===== src/rtl/rng_word_server_if.sv =====
// Handshake bundle between rng_word_server, the upstream LFSR generator and
// the word consumer. The slave side is the server itself.
interface rng_word_server_if;
  logic         run;
  logic         lfsr_enable;
  logic         lfsr_latch;
  logic [127:0] rng_in;
  logic         rand_valid;
  logic         rand_ready;
  logic [31:0]  rand_data;
  logic         busy;
  logic         health_fail;
  logic [3:0]   fail_cnt;

  modport slave (
    input  run, rng_in, rand_ready,
    output lfsr_enable, lfsr_latch, rand_valid, rand_data, busy, health_fail, fail_cnt
  );

  modport master (
    output run, rng_in, rand_ready,
    input  lfsr_enable, lfsr_latch, rand_valid, rand_data, busy, health_fail, fail_cnt
  );
endinterface


===== src/rtl/rng_word_server.sv =====
// Warms up an upstream LFSR, latches a 128-bit sample, health-checks it and
// serves it as four 32-bit words (low word first) over a valid/ready port.
module rng_word_server #(
  parameter int WARMUP_CYCLES = 16,
  parameter int MAX_FAILS     = 3
) (
  input  logic             clk,
  input  logic             rst_n,
  rng_word_server_if.slave bus
);
  localparam logic [7:0] WarmLast = 8'(WARMUP_CYCLES - 1);
  localparam logic [3:0] MaxFails = 4'(MAX_FAILS);

  typedef enum logic [2:0] {
    S_IDLE,
    S_WARMUP,
    S_LATCH,
    S_CAPTURE,
    S_SERVE,
    S_FAULT
  } state_t;

  state_t       state_q, state_d;
  logic [7:0]   warm_cnt_q, warm_cnt_d;
  logic [3:0]   fail_cnt_q, fail_cnt_d;
  logic [1:0]   idx_q, idx_d;
  logic [127:0] buf_q, buf_d;
  logic [127:0] prev_q, prev_d;
  logic [3:0]   fail_inc;
  logic         sample_bad;

  always_ff @(posedge clk) begin
    if (!rst_n) begin
      state_q    <= S_IDLE;
      warm_cnt_q <= '0;
      fail_cnt_q <= '0;
      idx_q      <= '0;
      buf_q      <= '0;
      prev_q     <= '0;
    end else begin
      state_q    <= state_d;
      warm_cnt_q <= warm_cnt_d;
      fail_cnt_q <= fail_cnt_d;
      idx_q      <= idx_d;
      buf_q      <= buf_d;
      prev_q     <= prev_d;
    end
  end

  // A stuck-at-zero or repeated sample means the generator is not advancing.
  assign sample_bad = (bus.rng_in == '0) || (bus.rng_in == prev_q);
  assign fail_inc   = (fail_cnt_q >= MaxFails) ? MaxFails : fail_cnt_q + 4'd1;

  always_comb begin
    state_d    = state_q;
    warm_cnt_d = warm_cnt_q;
    fail_cnt_d = fail_cnt_q;
    idx_d      = idx_q;
    buf_d      = buf_q;
    prev_d     = prev_q;
    case (state_q)
      S_IDLE: begin
        if (bus.run) begin
          state_d    = S_WARMUP;
          warm_cnt_d = '0;
        end
      end
      S_WARMUP: begin
        warm_cnt_d = warm_cnt_q + 8'd1;
        if (warm_cnt_q == WarmLast) state_d = S_LATCH;
      end
      S_LATCH: state_d = S_CAPTURE;
      S_CAPTURE: begin
        if (sample_bad) begin
          fail_cnt_d = fail_inc;
          warm_cnt_d = '0;
          state_d    = (fail_inc == MaxFails) ? S_FAULT : S_WARMUP;
        end else begin
          buf_d      = bus.rng_in;
          prev_d     = bus.rng_in;
          fail_cnt_d = '0;
          idx_d      = '0;
          state_d    = S_SERVE;
        end
      end
      S_SERVE: begin
        if (bus.rand_ready) begin
          // idx stays at 3 after the last word so rand_data keeps showing it.
          if (idx_q == 2'd3) begin
            warm_cnt_d = '0;
            state_d    = bus.run ? S_WARMUP : S_IDLE;
          end else begin
            idx_d = idx_q + 2'd1;
          end
        end
      end
      S_FAULT: state_d = S_FAULT;
      default: state_d = S_IDLE;
    endcase
  end

  assign bus.lfsr_enable = (state_q == S_WARMUP) || (state_q == S_LATCH);
  assign bus.lfsr_latch  = (state_q == S_LATCH);
  assign bus.rand_valid  = (state_q == S_SERVE);
  assign bus.rand_data   = buf_q[{idx_q, 5'd0} +: 32];
  assign bus.busy        = (state_q != S_IDLE) && (state_q != S_FAULT);
  assign bus.health_fail = (state_q == S_FAULT);
  assign bus.fail_cnt    = fail_cnt_q;
endmodule


===== src/flat_wrapper.sv =====
// flat-port wrapper written by rule: the top's interface ports become plain ports
module rng_word_server_flat 
#(
  parameter int WARMUP_CYCLES = 16,
  parameter int MAX_FAILS     = 3
)
  (clk, rst_n, bus_run, bus_rng_in, bus_rand_ready, bus_lfsr_enable, bus_lfsr_latch, bus_rand_valid, bus_rand_data, bus_busy, bus_health_fail, bus_fail_cnt);
  rng_word_server_if bus_i ();
  input  logic clk;
  input  logic rst_n;
  input wire logic [$bits(bus_i.run)-1:0] bus_run;
  input wire logic [$bits(bus_i.rng_in)-1:0] bus_rng_in;
  input wire logic [$bits(bus_i.rand_ready)-1:0] bus_rand_ready;
  output wire logic [$bits(bus_i.lfsr_enable)-1:0] bus_lfsr_enable;
  output wire logic [$bits(bus_i.lfsr_latch)-1:0] bus_lfsr_latch;
  output wire logic [$bits(bus_i.rand_valid)-1:0] bus_rand_valid;
  output wire logic [$bits(bus_i.rand_data)-1:0] bus_rand_data;
  output wire logic [$bits(bus_i.busy)-1:0] bus_busy;
  output wire logic [$bits(bus_i.health_fail)-1:0] bus_health_fail;
  output wire logic [$bits(bus_i.fail_cnt)-1:0] bus_fail_cnt;
  assign bus_i.run = bus_run;
  assign bus_i.rng_in = bus_rng_in;
  assign bus_i.rand_ready = bus_rand_ready;
  assign bus_lfsr_enable = bus_i.lfsr_enable;
  assign bus_lfsr_latch = bus_i.lfsr_latch;
  assign bus_rand_valid = bus_i.rand_valid;
  assign bus_rand_data = bus_i.rand_data;
  assign bus_busy = bus_i.busy;
  assign bus_health_fail = bus_i.health_fail;
  assign bus_fail_cnt = bus_i.fail_cnt;
  rng_word_server #(.WARMUP_CYCLES(WARMUP_CYCLES), .MAX_FAILS(MAX_FAILS)) u_core (.clk(clk), .rst_n(rst_n), .bus(bus_i));
endmodule

===== config.mk =====
export PLATFORM = sky130hd
export DESIGN_NAME = rng_word_server_flat
export DESIGN_NICKNAME = d
export VERILOG_FILES = /design/src/rtl/rng_word_server_if.sv /design/src/rtl/rng_word_server.sv /design/src/flat_wrapper.sv
export SDC_FILE = /design/constraint.sdc
export NUM_CORES = 1
export LEC_CHECK = 0
export ABC_CLOCK_PERIOD_IN_PS = 4030
export BUFFER_PORTS_ARGS = -buffer_cell sky130_fd_sc_hd__buf_2
export CORE_ASPECT_RATIO = 0.9
export CORE_MARGIN = 1
export CORE_UTILIZATION = 50
export CTS_BUF_LIST = sky130_fd_sc_hd__clkbuf_2
export CTS_CLUSTER_DIAMETER = 30
export DETAILED_ROUTE_END_ITERATION = 6
export PLACE_DENSITY = 0.74
export SLEW_MARGIN = 30
export SYNTH_ARGS = -nofsm -noshare
export SYNTH_HDL_FRONTEND = slang
export SYNTH_SLANG_ARGS = --single-unit

===== constraint.sdc =====
create_clock -name clk -period 4.03 [get_ports clk]
set_clock_uncertainty 0.2 [all_clocks]
set_input_delay 0.403 -clock clk [delete_from_list [all_inputs] [get_ports clk]]
set_output_delay 0.403 -clock clk [all_outputs]
set_load 0.005 [all_outputs]

==> results of run 1 <==
-- cell usage after synthesis, types with 4 or more instances --
| master | n | share of area (%) |
|---|---|---|
| sky130_fd_sc_hd__nor4_1 | 67 | 5.0 |
| sky130_fd_sc_hd__a21oi_1 | 17 | 1.0 |
| sky130_fd_sc_hd__xor2_1 | 128 | 13 |
| sky130_fd_sc_hd__clkbuf_1 | 38 | 1.7 |
| sky130_fd_sc_hd__nand2_1 | 265 | 12 |
| sky130_fd_sc_hd__nand2b_1 | 6 | 0.45 |
| sky130_fd_sc_hd__nor3_1 | 6 | 0.36 |
| sky130_fd_sc_hd__mux2i_1 | 129 | 15 |
| sky130_fd_sc_hd__mux4_2 | 32 | 8.6 |
| sky130_fd_sc_hd__dfxtp_1 | 145 | 34 |
| sky130_fd_sc_hd__buf_2 | 4 | 0.24 |
| sky130_fd_sc_hd__o21ai_0 | 20 | 1.2 |
| sky130_fd_sc_hd__nand4_1 | 16 | 1.2 |
| sky130_fd_sc_hd__buf_6 | 11 | 1.5 |
| sky130_fd_sc_hd__nor2_1 | 14 | 0.62 |
| sky130_fd_sc_hd__nand3_1 | 6 | 0.36 |
-- through the flow --
stage / instance area [µm²] / hold WS (ns)
after floorplan: 8419 / 0.2563
after global placement: 9370 / 0.2632
after detailed placement: 9370 / 0.2752
after CTS: 10890 / 0.04026
after global routing: 10890 / 0.08045
final: 10890 / 0.08713
-- placed cells by master, fill, tap and decap left out, drive strengths merged, types with 8 or more instances in the layout --
master	instances
nand2	265
clkbuf	20
dfxtp	145
mux2i	129
xor2	128
mux4	32
nor2	15
a21oi	17
nand4	16
dlygate4sd3	130
clkinv	8
o21ai	20
nor4	67
buf	180
-- layout make-up --
cell class                      count  area [µm²]
Clock inverter                     13       120.1
Sequential cell                   145        2905
Multi-Input combinational cell    735        5220
Antenna cell                        2       5.005
Fill cell                        1274        5404
Tap cell                          207       259.0
Timing Repair Buffer              311        2276
Clock buffer                       19       95.09
Inverter                            3       11.26
-- routing by layer --
layer / vias to the layer above / track usage [%]
met2: 478 / 53.89
met3: 92 / 7.851
met5: - / 0
li1: 3833 / -
met4: 0 / 15.49
met1: 3982 / 44.66
-- what timing repair did --
| action | in CTS | in global routing |
|---|---|---|
| gates resized for setup | 0 | 0 |
| hold endpoints to repair | 132 | 0 |
| hold buffers | 130 | 0 |
-- state kept, by name, summed over array words and instances, names as in the netlist --
register             cells
u_core.idx_q             2
u_core.warm_cnt_q        8
u_core.state_q           3
u_core.prev_q          128
u_core.bus.fail_cnt      4
-- tightest hold or removal path, stage by stage --
cell	delay (ns)
sky130_fd_sc_hd__clkbuf_8	0.37
sky130_fd_sc_hd__nand2_1	0.18
sky130_fd_sc_hd__mux2i_1	0.05
-- report_power, final --
part | internal (mW) | switching (mW)
Combinational | 0.294 | 0.351
Clock | 0.277 | 0.546
Sequential | 1.48 | 0.0549
Total | 2.05 | 0.952
-- logic make-up (layout without fill, tap and decap cells) --
kind of cell	after synthesis	count (layout)	synth area share, %
xor+xnor	129	129	13.42
fa+ha+maj	3	3	0.4459
flops	145	145	34.48
compound gates	48	48	3.180
simple gates	394	394	20.91
other cells	0	2	0
mux	161	161	23.90
buf+inv	59	346	3.671
-- worst min path at each step --
| stage | start | to | slack [ns] |
|---|---|---|---|
| floorplan | u_core.prev_q[54] | u_core.prev_q[54] | 0.26 |
| global placement | u_core.prev_q[84] | u_core.prev_q[84] | 0.26 |
| detailed placement | u_core.prev_q[119] | u_core.prev_q[119] | 0.28 |
| CTS | rst_n | u_core.warm_cnt_q[1] | 0.04 |
| global route | rst_n | u_core.warm_cnt_q[1] | 0.08 |
| finish | rst_n | u_core.prev_q[58] | 0.09 |
==> flow_metrics.env, run 1 <==
export IMPL_fin_util_pct=66.84
export IMPL_worst_r2r_path_depth=7
export IMPL_number_of_hold_violations_in_the_final_report=0
export IMPL_grt_overflow_total=0
export IMPL_num_rows=44
export IMPL_synth_cells=939
export IMPL_worst_endpoint_arrival_ns=2.59
export IMPL_fmaxAchievable_ghz=0.3127
export IMPL_route_met3_wl_mm=2.820
export IMPL_slowest_stage="sky130_fd_sc_hd__dfxtp_2"
export IMPL_critical_path_max_fanout=18
export IMPL_i_o_pin_total=173
export IMPL_power_ir_vdd_worst_mv=0.1912
export IMPL_power_leakage_nw=4.511
export IMPL_chipWidth_um=138.8
export IMPL_yosysSeqAreaShare_pct=34.48
export IMPL_synth_seq_cells=145
export IMPL_cts_root_buf="sky130_fd_sc_hd__clkbuf_2"
export IMPL_worstHoldPathType="in2reg"
export IMPL_route_met2_wl_mm=13.24
export IMPL_grt_antenna_before_repair=2
export IMPL_critical_path_startpoint_type="register"
export IMPL_rsz0062_at_grt="false"
export IMPL_yosys_warnings=0
export IMPL_cts_sinks=145
export IMPL_wl_per_cell_um=20.59
export IMPL_synth_enable_flop_cells=0
export IMPL_clk_path_buf_depth=2
export IMPL_floorplan_initialDensity_pct=51.67
export IMPL_synth_top_flop_cell="sky130_fd_sc_hd__dfxtp_1"
export IMPL_drtIter0Drc=1134
export IMPL_mappedNetlistArea_mm2=0.008419
export IMPL_fin_crit_sh_pct=79.35
export IMPL_critPathCapture="bus_rand_data[8]"
export IMPL_finalNetCount=1348
export IMPL_final_layout_size_suffix_gt1_share_pct=20.23
export IMPL_final_antenna_net_count=0
export IMPL_buffers_and_inverters_on_the_worst_path=2
export IMPL_die_y_um=125.1
export IMPL_synth_distinct_cells=38
export IMPL_worstPathCellList="buf_4 -> mux4_2 -> buf_2"
export IMPL_wl_met1_mm=12.27
export IMPL_postSynthAreaPerCell_um2=8.966
export IMPL_clock_tree_from_tritoncts="built"
export IMPL_via_density=5.843
export IMPL_wirelength_mm=29.55
export IMPL_timing_critical_path_from="u_core.idx_q[0]"
export IMPL_worstSetupEndpointType="output pin"
export IMPL_core_area_mm2=0.01630
export IMPL_insertion_delay_ns=0.76
export IMPL_top_layer_used="met4"
export IMPL_run_status="finished with violations"
export IMPL_pre_cts_slack_ns=0.8509
export IMPL_powerDensity_mw_per_mm2=276.0
export IMPL_placed_cells=1271
export IMPL_report_power_total_mw=3.006
export IMPL_pin_count_of_the_biggest_net_entering_global_routing=128
export IMPL_post_route_worst_setup_slack_ns=0.8321
export IMPL_tot_gr_track_use_pct=34.18
export IMPL_hpwlAfterDp_mm=20.56
export IMPL_gp_routability_congestion=0.9396
export IMPL_cts_buffers_inserted=17
export IMPL_slew_headroom_pct=45.76
export IMPL_maxSlewViolCount=0
export IMPL_number_of_global_route_vias_before_repair=7887
export IMPL_worst_hold_path_num_cells=3
export IMPL_syn_num_nets=1074
export IMPL_final_setup_viol_count=0
export IMPL_area_growth_synth_to_final_pct=29.37
export IMPL_io_buffer_count=172
export IMPL_final_cells=1435
export IMPL_violations="design-rule violations"
export IMPL_finalCriticalPeriod_ns=3.198
export IMPL_num_vias=8385
export IMPL_worstSetupPathDepth=3
export IMPL_drt_pass1_iterations=7
export IMPL_synthArstFlopShare_pct=0
export IMPL_fin_setup_tns_ns=0
export IMPL_path_clk_slew_ns=0.22
export IMPL_floorplan_die_area_mm2=0.01736
export IMPL_htreeDepth=4
export IMPL_worst_r2r_startpoint="u_core.prev_q[111]"
export IMPL_critical_path_top_delay_family="flip-flops"
export IMPL_timing_worst_setup_path_type="reg2out"
export IMPL_postCtsSetupRepairBufs=0
export IMPL_rrSetupSlack_ns=0.94
export IMPL_drv_max_cap_violation_count=0
export IMPL_cp_required_ns=3.43
export IMPL_cpPeakStageDelay_ns=0.75
export IMPL_wire_length_of_the_first_global_routing_pass_mm=44.54
export IMPL_drc=12
export IMPL_worst_slew_pin_slew_ns=0.8136
export IMPL_r2r_end="u_core.prev_q[1]"
Note: power is estimated with default switching activity, not from simulation.
==> run 2: changes to the inputs <==
- ABC_CLOCK_PERIOD_IN_PS: 4030 -> 2900
- PLACE_DENSITY: 0.74 -> 0.77
- clock period: 4.03 -> 2.9 ns (I/O delays scaled with it)
==> run 2 against run 1 <==
The run ends with design-rule violations, negative setup slack left. Cell area increased by 7.0%. Clock-buffer cell count unchanged. Via count increased by 6.9%. Critical path type is now in2reg. Highest routed layer unchanged.
==> flow_metrics.env, run 2 (synthesis gave the netlist of run 1 again) <==
export IMPL_fillCellCount=1141
export IMPL_number_of_hold_violations_in_the_final_report=0
export IMPL_placed_cells=1291
export IMPL_finalCriticalPeriod_ns=2.947
export IMPL_final_cells=1496
export IMPL_chipWidth_um=138.8
export IMPL_wl_per_cell_um=21.25
export IMPL_worst_endpoint_arrival_ns=3.44
export IMPL_worst_r2r_path_depth=9
export IMPL_clk_path_buf_depth=2
export IMPL_number_of_global_route_vias_before_repair=8723
export IMPL_io_buffer_count=172
export IMPL_cp_required_ns=3.39
export IMPL_area_growth_synth_to_final_pct=38.40
export IMPL_critical_path_startpoint_type="input pin"
export IMPL_slew_headroom_pct=33.93
export IMPL_fin_setup_tns_ns=-0.3533
export IMPL_wirelength_mm=31.80
export IMPL_finalNetCount=1411
export IMPL_post_route_worst_setup_slack_ns=-0.04746
export IMPL_drv_max_cap_violation_count=0
export IMPL_final_antenna_net_count=0
export IMPL_run_status="finished with violations"
export IMPL_final_setup_viol_count=18
export IMPL_die_y_um=125.1
export IMPL_maxSlewViolCount=0
export IMPL_worst_slew_pin_slew_ns=0.9820
export IMPL_pin_count_of_the_biggest_net_entering_global_routing=102
export IMPL_num_vias=8966
export IMPL_floorplan_die_area_mm2=0.01736
export IMPL_powerDensity_mw_per_mm2=390.8
export IMPL_power_leakage_nw=4.804
export IMPL_worstHoldPathType="in2reg"
export IMPL_gp_routability_congestion=1.050
export IMPL_i_o_pin_total=173
export IMPL_fin_crit_sh_pct=101.6
export IMPL_drt_pass1_iterations=7
export IMPL_grt_overflow_total=0
export IMPL_htreeDepth=4
export IMPL_cts_root_buf="sky130_fd_sc_hd__clkbuf_2"
export IMPL_largest_register="u_core.prev_q"
export IMPL_violations="design-rule violations, negative setup slack"
export IMPL_largest_register_ff_count=128
export IMPL_num_rows=44
export IMPL_grt_antenna_before_repair=1
export IMPL_clock_tree_from_tritoncts="built"
export IMPL_layout_commonest_cell="sky130_fd_sc_hd__nand2_1"
export IMPL_via_density=5.993
export IMPL_insertion_delay_ns=0.76
export IMPL_floorplan_initialDensity_pct=51.67
export IMPL_tot_gr_track_use_pct=37.00
export IMPL_drtIter0Drc=1219
export IMPL_worstSetupEndpointType="register"
export IMPL_hpwlAfterDp_mm=20.81
export IMPL_fmaxAchievable_ghz=0.3393
export IMPL_timing_worst_setup_path_type="in2reg"
export IMPL_core_area_mm2=0.01630
export IMPL_cts_sinks=145
export IMPL_drc=10
export IMPL_critical_path_max_fanout=21
export IMPL_final_layout_size_suffix_gt1_share_pct=21.27
export IMPL_most_common_layout_cells="sky130_fd_sc_hd__nand2_1 (265), sky130_fd_sc_hd__dlygate4sd3_1 (171), sky130_fd_sc_hd__buf_2 (171), sky130_fd_sc_hd__dfxtp_1 (143), sky130_fd_sc_hd__mux2i_1 (129)"
export IMPL_wire_length_of_the_first_global_routing_pass_mm=48.86
export IMPL_path_clk_slew_ns=0.24
export IMPL_power_ir_vdd_worst_mv=0.2540
export IMPL_worst_hold_path_num_cells=4
export IMPL_cts_buffers_inserted=17
export IMPL_report_power_total_mw=4.554
[run 2: path summary, 6_finish.rpt]
check                                    endpoint              start  slack [ns]
worst max-delay path            u_core.prev_q[27]     bus_rng_in[12]       -0.05
worst min-delay path            u_core.prev_q[31]     bus_rng_in[31]        0.14
worst max register to register  u_core.prev_q[27]  u_core.prev_q[44]        0.11
worst min register to register   u_core.prev_q[2]   u_core.prev_q[2]        0.30
[run 2: power breakdown]
group	internal, mW	total [mW]	switching (mW)
combinational	0.472	1.00	0.529
clock	0.645	1.42	0.770
sequential	2.06	2.14	0.0739
total	3.18	4.55	1.37
[run 2: cell type report]
type / count / area, µm² / share of cell area [%]
repair buffers: 374 / 2957 / 25.37
clock buffers: 19 / 95.09 / 0.8161
flip-flops and latches: 145 / 2905 / 24.93
inverters: 3 / 11.26 / 0.09664
clock inverters: 12 / 190.2 / 1.632
well taps: 207 / 259.0 / 2.223
multi-input cells: 735 / 5233 / 44.91
diodes: 1 / 2.502 / 0.02148
[run 2: critical path, cell delays in order]
cell and delay [ns]:
sky130_fd_sc_hd__dlygate4sd3_1 0.53, sky130_fd_sc_hd__buf_2 0.15, sky130_fd_sc_hd__nor4_1 0.85, sky130_fd_sc_hd__nand4_1 0.19
sky130_fd_sc_hd__or4_1 0.53, sky130_fd_sc_hd__nor2_2 0.22, sky130_fd_sc_hd__a211oi_4 0.11, sky130_fd_sc_hd__buf_4 0.18
sky130_fd_sc_hd__buf_12 0.17, sky130_fd_sc_hd__mux2i_1 0.22
[run 2: routing by layer]
metal | track usage [%] | vias up | wire length, µm
li1 | - | 3957 | -
met1 | 45.13 | 4204 | 12070
met2 | 59.00 | 663 | 14470
met3 | 11.49 | 142 | 3644
met4 | 18.82 | 0 | 1613
met5 | 0 | - | 0
[run 2: per-stage QoR]
| stage | cell area, µm² | utilization, % | setup WS, ns | hold WS (ns) |
|---|---|---|---|---|
| finish | 11650 | 71.51 | -0.04746 | 0.1401 |
| global route | 11650 | 71.51 | -0.02848 | 0.09644 |
| CTS | 11610 | 71.28 | 0.02043 | 0.05867 |
| detailed placement | 9618 | 59.02 | -0.1192 | 0.2744 |
| global placement | 9618 | 59.02 | -0.1082 | 0.2637 |
| floorplan | 8419 | - | 0.5526 | 0.2321 |
[run 2: what timing repair did]
action,in CTS,in global routing
endpoints found under the hold margin,145,0
gates resized for setup,0,4
setup endpoints to repair,0,35
hold buffers,171,0
buffers inserted,0,2
